--- config.mk ---
export PLATFORM = sky130hd
export DESIGN_NAME = maquina_cafe_multi
export DESIGN_NICKNAME = d
export VERILOG_FILES = /design/src/rtl/maquina_cafe_multi.sv
export SDC_FILE = /design/constraint.sdc
export NUM_CORES = 1
export LEC_CHECK = 0
export CORE_AREA = 4 4 74 59
export DETAILED_ROUTE_END_ITERATION = 16
export DIE_AREA = 0 0 78 63
export PLACE_DENSITY_LB_ADDON = 0.05
export SETUP_SLACK_MARGIN = 0.2
export SYNTH_ARGS = -nofsm -noshare
export SYNTH_HDL_FRONTEND = slang
export SYNTH_SLANG_ARGS = --single-unit
export TNS_END_PERCENT = 10
--- constraint.sdc ---
create_clock -name Clock -period 2.2 [get_ports Clock]
set_input_delay 0.44 -clock Clock [delete_from_list [all_inputs] [get_ports Clock]]
set_output_delay 0.44 -clock Clock [all_outputs]
set_load 0.05 [all_outputs]
--- src/rtl/maquina_cafe_multi.sv ---
// Multi-recipe capsule coffee machine controller: heat-up, recipe selection,
// capsule validation, timed pump extraction, water tank level and brew counter.
module maquina_cafe_multi #(
  parameter int                              N_RECEITAS    = 4,
  parameter int                              TEMPO_W       = 4,
  parameter logic [N_RECEITAS*TEMPO_W-1:0]   TEMPOS        = {4'd0, 4'd7, 4'd5, 4'd3},
  parameter int                              AQUEC_CICLOS  = 4,
  parameter int                              TANQUE_DOSES  = 2,
  parameter logic [3:0]                      CODIGO_VALIDO = 4'b0010,
  localparam int                             SEL_W         = $clog2(N_RECEITAS),
  localparam int                             NIVEL_W       = $clog2(TANQUE_DOSES + 1),
  localparam int                             HEAT_W        = $clog2(AQUEC_CICLOS + 1)
) (
  input  logic               Clock,
  input  logic               Reset_n,
  input  logic               Power,
  input  logic               Start,
  input  logic               Refill,
  input  logic [SEL_W-1:0]   Seletor,
  input  logic [3:0]         CodigoCapsula,
  output logic               BombaAgua,
  output logic               Termobloco,
  output logic [TEMPO_W-1:0] TempoDeAgua,
  output logic [2:0]         EstadoAtual,
  output logic [NIVEL_W-1:0] NivelAgua,
  output logic [7:0]         CafesServidos
);

  typedef enum logic [2:0] {
    DESLIGADO    = 3'd0,
    AQUECER      = 3'd1,
    PRONTO       = 3'd2,
    EXTRAIR      = 3'd3,
    SEM_AGUA     = 3'd4,
    ERRO_CAPSULA = 3'd5
  } estado_t;

  localparam logic [NIVEL_W-1:0] NIVEL_CHEIO = NIVEL_W'(TANQUE_DOSES);
  localparam logic [HEAT_W-1:0]  HEAT_CARGA  = HEAT_W'(AQUEC_CICLOS);

  estado_t              state_q, state_d;
  logic [HEAT_W-1:0]    heat_q, heat_d;
  logic [TEMPO_W-1:0]   tempo_q, tempo_d;
  logic [NIVEL_W-1:0]   nivel_q, nivel_d;
  logic [7:0]           cafes_q, cafes_d;
  logic                 bomba_q, bomba_d;
  logic                 termo_q, termo_d;
  logic                 start_q;
  logic                 start_edge;
  logic [TEMPO_W-1:0]   tempo_sel;

  assign start_edge = Start & ~start_q;

  // Out-of-range selector values leave tempo_sel at 0, which reads as a disabled recipe.
  always_comb begin
    tempo_sel = '0;
    for (int i = 0; i < N_RECEITAS; i++) begin
      if (Seletor == SEL_W'(i)) tempo_sel = TEMPOS[i*TEMPO_W +: TEMPO_W];
    end
  end

  // NOTE: every always_comb output gets a default first so no path can infer a latch.
  always_comb begin
    state_d = state_q;
    heat_d  = heat_q;
    tempo_d = tempo_q;
    nivel_d = nivel_q;
    cafes_d = cafes_q;
    bomba_d = bomba_q;

    if (!Power) begin
      state_d = DESLIGADO;
      heat_d  = '0;
      tempo_d = '0;
      bomba_d = 1'b0;
    end else begin
      case (state_q)
        DESLIGADO: begin
          state_d = AQUECER;
          heat_d  = HEAT_CARGA;
        end
        AQUECER: begin
          if (heat_q <= HEAT_W'(1)) begin
            state_d = PRONTO;
            heat_d  = '0;
          end else begin
            heat_d = heat_q - HEAT_W'(1);
          end
        end
        PRONTO: begin
          if (Refill) nivel_d = NIVEL_CHEIO;
          if (start_edge && tempo_sel != '0) begin
            if (CodigoCapsula != CODIGO_VALIDO) begin
              state_d = ERRO_CAPSULA;
            end else if (nivel_q == '0) begin
              state_d = SEM_AGUA;
            end else begin
              state_d = EXTRAIR;
              tempo_d = tempo_sel;
              bomba_d = 1'b1;
            end
          end
        end
        EXTRAIR: begin
          // Brew completes on the edge that sees the last remaining pump cycle.
          if (tempo_q <= TEMPO_W'(1)) begin
            state_d = PRONTO;
            tempo_d = '0;
            bomba_d = 1'b0;
            if (nivel_q != '0)    nivel_d = nivel_q - NIVEL_W'(1);
            if (cafes_q != 8'hFF) cafes_d = cafes_q + 8'd1;
          end else begin
            tempo_d = tempo_q - TEMPO_W'(1);
          end
        end
        SEM_AGUA: begin
          if (Refill) begin
            nivel_d = NIVEL_CHEIO;
            state_d = PRONTO;
          end
        end
        ERRO_CAPSULA: begin
          if (Refill) nivel_d = NIVEL_CHEIO;
          if (CodigoCapsula == CODIGO_VALIDO) state_d = PRONTO;
        end
        default: begin
          state_d = DESLIGADO;
          heat_d  = '0;
          tempo_d = '0;
          bomba_d = 1'b0;
        end
      endcase
    end

    termo_d = (state_d != DESLIGADO);
  end

  // NOTE: sequential state uses non-blocking assignments only, so every register samples pre-edge values.
  always_ff @(posedge Clock) begin
    if (!Reset_n) begin
      state_q <= DESLIGADO;
      heat_q  <= '0;
      tempo_q <= '0;
      nivel_q <= NIVEL_CHEIO;
      cafes_q <= '0;
      bomba_q <= 1'b0;
      termo_q <= 1'b0;
      start_q <= 1'b0;
    end else begin
      state_q <= state_d;
      heat_q  <= heat_d;
      tempo_q <= tempo_d;
      nivel_q <= nivel_d;
      cafes_q <= cafes_d;
      bomba_q <= bomba_d;
      termo_q <= termo_d;
      start_q <= Start;
    end
  end

  assign BombaAgua     = bomba_q;
  assign Termobloco    = termo_q;
  assign TempoDeAgua   = tempo_q;
  assign EstadoAtual   = state_q;
  assign NivelAgua     = nivel_q;
  assign CafesServidos = cafes_q;

endmodule
==> impl_metrics.ini, run 1 <==
[hold_path]
worstHoldPathType = reg2reg
min_from = NivelAgua[0]

[global_routing]
grt_pass1_wl_um = 6561
grt-ovfl-total = 0
antenna_found_initial = 0
grt_util_all_layers_pct = 16.27
first_global_vias = 1394
grt_max_degree = 17

[floorplanning]
dieArea_um2 = 4914
num_rows = 19
initial_core_util_pct = 39.70
coreArea_um2 = 3590
fp.dieH_um = 63
ios = 30
dieWidth_um = 78

[pwr]
fin_total_pwr_uw = 814.9
powerDensity_nw_per_um2 = 420.2
p_leak_nw = 0.7027
vdd_drop_max_v = 0.0002293

[layout]
fillers = 349
diodes = 0
post-route-cell-area_um2 = 1939
layout.cells.non_filler = 260
nets = 230
drive_gt1_share_pct = 16.83
syn_to_final_growth_pct = 36.08

[sta]
report.final.slew_viol_count = 0
finalCritPeriodShare_pct = 89.85
period_minus_slack_ns = 1.977
timing_hold_violations_final = 0
max_freq_mhz = 505.9
fin_skew_ns = 0.005906
setup_viol = 0
fin_ws_ns = 0.2234
slew_headroom_pct = 65.71
worst_slew_pin_slew_ns = 0.5128
grt_setup_unrepaired = yes

[cts]
clock_latency_ns = 0.27
cts_max_level = 1
cts.path.max_buffers = 2
cts_num_sinks = 23
ctsRootBufferMaster = clkbuf_8
cts.clk_slew.worst_paths_ns = 0.08
cts_tree = yes
cts_buffers = 3
cts_setup_buffers = 0

[outcome]
outcome = finished, final reports clean

[synth]
synth_seq_cells = 23
syn_area_um2 = 1425
synth_top_cells_by_count = 23 x dfxtp_1, 13 x inv_1, 12 x nand2_1
ys_types = 47
ys_top_cells_by_area = dfxtp_1 32%, ha_1 8.8%, a21oi_1 3.5%, o21ai_0 3.5%, inv_1 3.4%
synth_top_area_share_pct = 32.31
synthCells = 170
yosys.area.top_type = dfxtp_1
yosys_warnings = 0
async_flop_share_pct = 0
synth.avg_cell_area_um2 = 8.383
synth_edf_count = 0
synth_flop_cell = dfxtp_1
yosysSeqAreaShare_pct = 32.31
synth_most_common_cell = dfxtp_1
syn_nets = 191

[setup_path]
rr_startpoint = TempoDeAgua[2]
critical_path.top_delay_family = buffers and inverters
path_max_fanout = 7
cp.required_ns = 1.76
critPathLaunch = CafesServidos[3]
crit_path_end_kind = output pin
slowest_stage = clkdlybuf4s50_1
critical_path_buf_inv_count = 1
max_stage_delay_ns = 0.84
path_cells = clkdlybuf4s50_1
startpoint_type = flip-flop
path_class = reg2out
crit_arrival_ns = 1.54

[route]
drc = 0
firstDrtPassIters = 5
wl_um = 3935
drt-vias-per-instance = 5.815
routed-via-count = 1512
drt-initial-drc-count = 52
antenna_left = 0
routedWlPerCell_um = 15.13

[placed_design]
placed_area_um2 = 1892
dp_cells = 256
dp_hpwl_um = 3014
gp_congestion = 0.8322
port_buffers = 29
dp_slack_ns = -0.04355

[run]
drv_cap = 0
layout by cell type, fill, tap and decap left out, types with 4 or more instances in the layout:
cell	n
nand2_1	12
or4_1	5
inv_1	11
nand3_1	7
a21oi_1	10
dfxtp_1	17
buf_4	13
nor2_1	7
dfxtp_4	6
o31ai_1	4
clkdlybuf4s50_1	27
o2111ai_1	5
ha_1	8
o21ai_0	10
worst paths after layout:
check        slack (ns)                to  depth (start not counted)
max                0.22  CafesServidos[3]                          1
min reg2reg        0.49      NivelAgua[0]                          2
max reg2reg        0.27  CafesServidos[3]                          4
min                0.49      NivelAgua[0]                          2
what timing repair did:
action / in CTS / in global routing
hold buffers: 0 / 0
resized for setup: 1 / 1
endpoints found under the setup margin: 1 / 9
worst reg2reg max path, stage by stage, from the launching register on:
cell	delay [ns]
dfxtp_4	0.37
or2_4	0.28
or4_4	0.56
or4_1	0.52
a21oi_1	0.14
metal layers:
metal	wire length, um	vias up	GRT usage [%]
li1	-	725	-
met1	1937	715	23.28
met2	1684	66	24.25
met3	265	6	4.323
met4	48	0	3.712
met5	0	-	0
cells by family (layout without fill, tap and decap cells):
group / after synthesis / in the layout / synth area share, %
flops: 23 / 23 / 32.31
buf+inv: 20 / 58 / 5.970
compound gates: 53 / 53 / 25.81
simple gates: 60 / 60 / 24.14
fa+ha+maj: 10 / 10 / 8.780
mux: 4 / 4 / 2.985
metrics by stage:
stage | util [%] | hold slack [ns] | setup TNS [ns]
after floorplan | - | 0.4623 | 0
after global placement | 52.70 | 0.4674 | -0.01999
after detailed placement | 52.70 | 0.4760 | -0.07958
after CTS | 53.92 | 0.4913 | 0
after global routing | 54.03 | 0.5349 | 0
final | 54.03 | 0.4901 | 0
power by group:
part	internal (mW)	switching (mW)	total (mW)	leakage, nW
combinational	0.0572	0.0660	0.123	0.489
sequential	0.416	0.00718	0.423	0.191
clock	0.129	0.140	0.269	0.0228
flip-flops by register name, indices dropped and copies added (netlist names):
register / count
heat_q: 3
NivelAgua: 2
TempoDeAgua: 4
CafesServidos: 8
Termobloco: 1
EstadoAtual: 3
start_q: 1
BombaAgua: 1
area by class of cell:
| cell class | count | area (um^2) | area share (%) |
|---|---|---|---|
| flip-flops and latches | 23 | 483.0 | 24.90 |
| clock buffers | 4 | 45.04 | 2.323 |
| multi-input cells | 127 | 918.4 | 47.35 |
| inverters | 13 | 51.30 | 2.645 |
| well taps | 52 | 65.06 | 3.355 |
| repair buffers | 41 | 376.6 | 19.42 |
(Power assumes the default switching activity.)
==> run 2, diff against run 1 <==
--- a/config.mk
+++ b/config.mk
@@ -5,10 +5,10 @@
 export SDC_FILE = /design/constraint.sdc
 export NUM_CORES = 1
 export LEC_CHECK = 0
-export CORE_AREA = 4 4 74 59
+export CORE_AREA = 4 4 72 57
 export DETAILED_ROUTE_END_ITERATION = 16
-export DIE_AREA = 0 0 78 63
-export PLACE_DENSITY_LB_ADDON = 0.05
+export DIE_AREA = 0 0 76 61
+export PLACE_DENSITY = 0.68
 export SETUP_SLACK_MARGIN = 0.2
 export SYNTH_ARGS = -nofsm -noshare
 export SYNTH_HDL_FRONTEND = slang
==> run 2 against run 1 <==
Routed wire length up 0.74%. Largest cell class unchanged. Worst setup slack worse by 0.032 ns. Global-route usage increased by 1.8 points. Clock skew rose by 0.0011 ns. Clock power about the same. Largest power group unchanged. Cell count down 3.5%. Maximum frequency down 1.6%. First-iteration DRC count rose to 2.5 times the previous value. Critical endpoint is now CafesServidos[3].
==> impl_metrics.ini, run 2 (same netlist as run 1, synthesis figures left out) <==
[outcome]
outcome = finished, final reports clean

[layout]
post-route-util_pct = 58.77
nets = 233
diodes = 0
largest_register_ff_count = 8
layout_commonest_cell = clkdlybuf4s50_1
drive_gt1_share_pct = 18.01
syn_to_final_growth_pct = 36.52
layout.cells.non_filler = 251
final_cell_mix = 28 x clkdlybuf4s50_1, 17 x dfxtp_1, 16 x buf_4
fillers = 293

[route]
routedWlPerCell_um = 15.79
wl_um = 3964
wl_met1_um = 1936
routed-via-count = 1480
wl_met2_um = 1733
drt-vias-per-instance = 5.896
met3_length_um = 277
drt-initial-drc-count = 130
drc = 0
antenna_left = 0
firstDrtPassIters = 4
routed.top_layer = met4

[global_routing]
grt_util_all_layers_pct = 18.12
grt_max_degree = 17
antenna_found_initial = 0
grt-ovfl-total = 0
first_global_vias = 1420
grt_pass1_wl_um = 6831

[sta]
finalCritPeriodShare_pct = 91.28
report.final.slew_viol_count = 0
worst_slew_pin_slew_ns = 0.5082
timing_hold_violations_final = 0
slew_headroom_pct = 66.01
period_minus_slack_ns = 2.008
grt_setup_unrepaired = yes
fin_skew_ns = 0.006980
setup_viol = 0
max_freq_mhz = 498.0

[cts]
cts_max_level = 1
cts_num_sinks = 23
cts_tree = yes
clock_latency_ns = 0.27
cts.clk_slew.worst_paths_ns = 0.09
cts.path.max_buffers = 2
ctsRootBufferMaster = clkbuf_8
cts_buffers = 3

[pwr]
p_int_uw = 600.8
p_leak_nw = 0.7132
fin_total_pwr_uw = 816.8
seq_power_share_pct = 51.8
vdd_drop_max_v = 0.0002191
p_comb_share_pct = 15.2
powerDensity_nw_per_um2 = 419.8
switching_power_uw = 215.9
p_clk_share_pct = 33.0
p_sw_share_pct = 26.44

[setup_path]
path_max_fanout = 6
path_class = reg2reg
crit_arrival_ns = 2.20
crit_path_end_kind = flip-flop
startpoint_type = flip-flop
cp.required_ns = 2.40

[floorplanning]
num_rows = 18
initial_core_util_pct = 43.05
coreArea_um2 = 3311
fp.dieH_um = 61
dieArea_um2 = 4636
ios = 30
dieWidth_um = 76

[hold_path]
worstHoldPathType = reg2reg

[placed_design]
gp_congestion = 0.8883
dp_cells = 247
dp_hpwl_um = 3019
port_buffers = 29

[run]
drv_cap = 0
-- run 2: changes by cell type in the layout (fill, tap and decap cells not counted) --
| cell | previous run | this run |
|---|---|---|
| buf_4 | 13 | 16 |
| clkinv_2 | 0 | 1 |
| dlygate4sd2_1 | 1 | 0 |
| clkdlybuf4s50_1 | 27 | 28 |
| o21ai_0 | 10 | 9 |
| or4_1 | 5 | 6 |
| or4_4 | 1 | 0 |
| clkbuf_1 | 1 | 0 |
| o21ai_1 | 0 | 1 |
-- run 2: worst paths after layout --
path	slack, ns	depth (start not counted)	to	from
hold reg to reg	0.50	2	heat_q[1]	heat_q[1]
setup reg to reg	0.19	4	CafesServidos[3]	TempoDeAgua[2]
setup / recovery	0.19	4	CafesServidos[3]	TempoDeAgua[2]
hold / removal	0.50	2	heat_q[1]	heat_q[1]
-- run 2: metrics by stage --
step | setup TNS [ns] | setup slack [ns] | hold slack [ns] | area [um^2]
2_1_floorplan | 0 | 0.1972 | 0.4623 | 1494
5_1_grt | 0 | 0.1430 | 0.5480 | 1946
6_report | 0 | 0.1919 | 0.5032 | 1946
3_5_place_dp | -0.05648 | -0.03155 | 0.4882 | 1899
4_1_cts | 0 | 0.2005 | 0.5011 | 1946
3_3_place_gp | -0.003443 | -0.003443 | 0.4735 | 1899
-- run 2: layout make-up --
class                   count  area, um^2  share of cell area, %
clock buffers               3       41.29                  2.122
multi-input cells         127       914.6                  47.01
inverters                  13       51.30                  2.637
repair buffers             44       400.4                  20.58
well taps                  40       50.05                  2.572
clock inverters             1       5.005                 0.2572
flip-flops and latches     23       483.0                  24.82
-- run 2: power by group through the flow --
| stage | logic, mW | registers [mW] | clock network (mW) |
|---|---|---|---|
| finish | 0.124 | 0.423 | 0.269 |
| global route | 0.136 | 0.424 | 0.292 |
| CTS | 0.124 | 0.423 | 0.279 |
| detailed placement | 0.123 | 0.433 | 0 |
| global placement | 0.120 | 0.433 | 0 |
| floorplan | 0.0555 | 0.442 | 0 |
-- run 2: critical path, stage by stage, from the launching register on --
cell	delay, ns
dfxtp_4	0.37
or2_4	0.28
or4_1	0.62
or4_1	0.54
a21oi_1	0.13
-- run 2: metal layers --
layer	up-vias	global-route usage, %
met3	2	4.599
met4	0	4.061
met2	51	30.00
met1	692	24.13
li1	735	-
met5	-	0
-- run 2: repair_timing --
| item | in CTS | in global routing |
|---|---|---|
| buffers inserted | 0 | 0 |
| resized for setup | 0 | 1 |
| setup endpoints to repair | 0 | 10 |
| hold buffers | 0 | 0 |
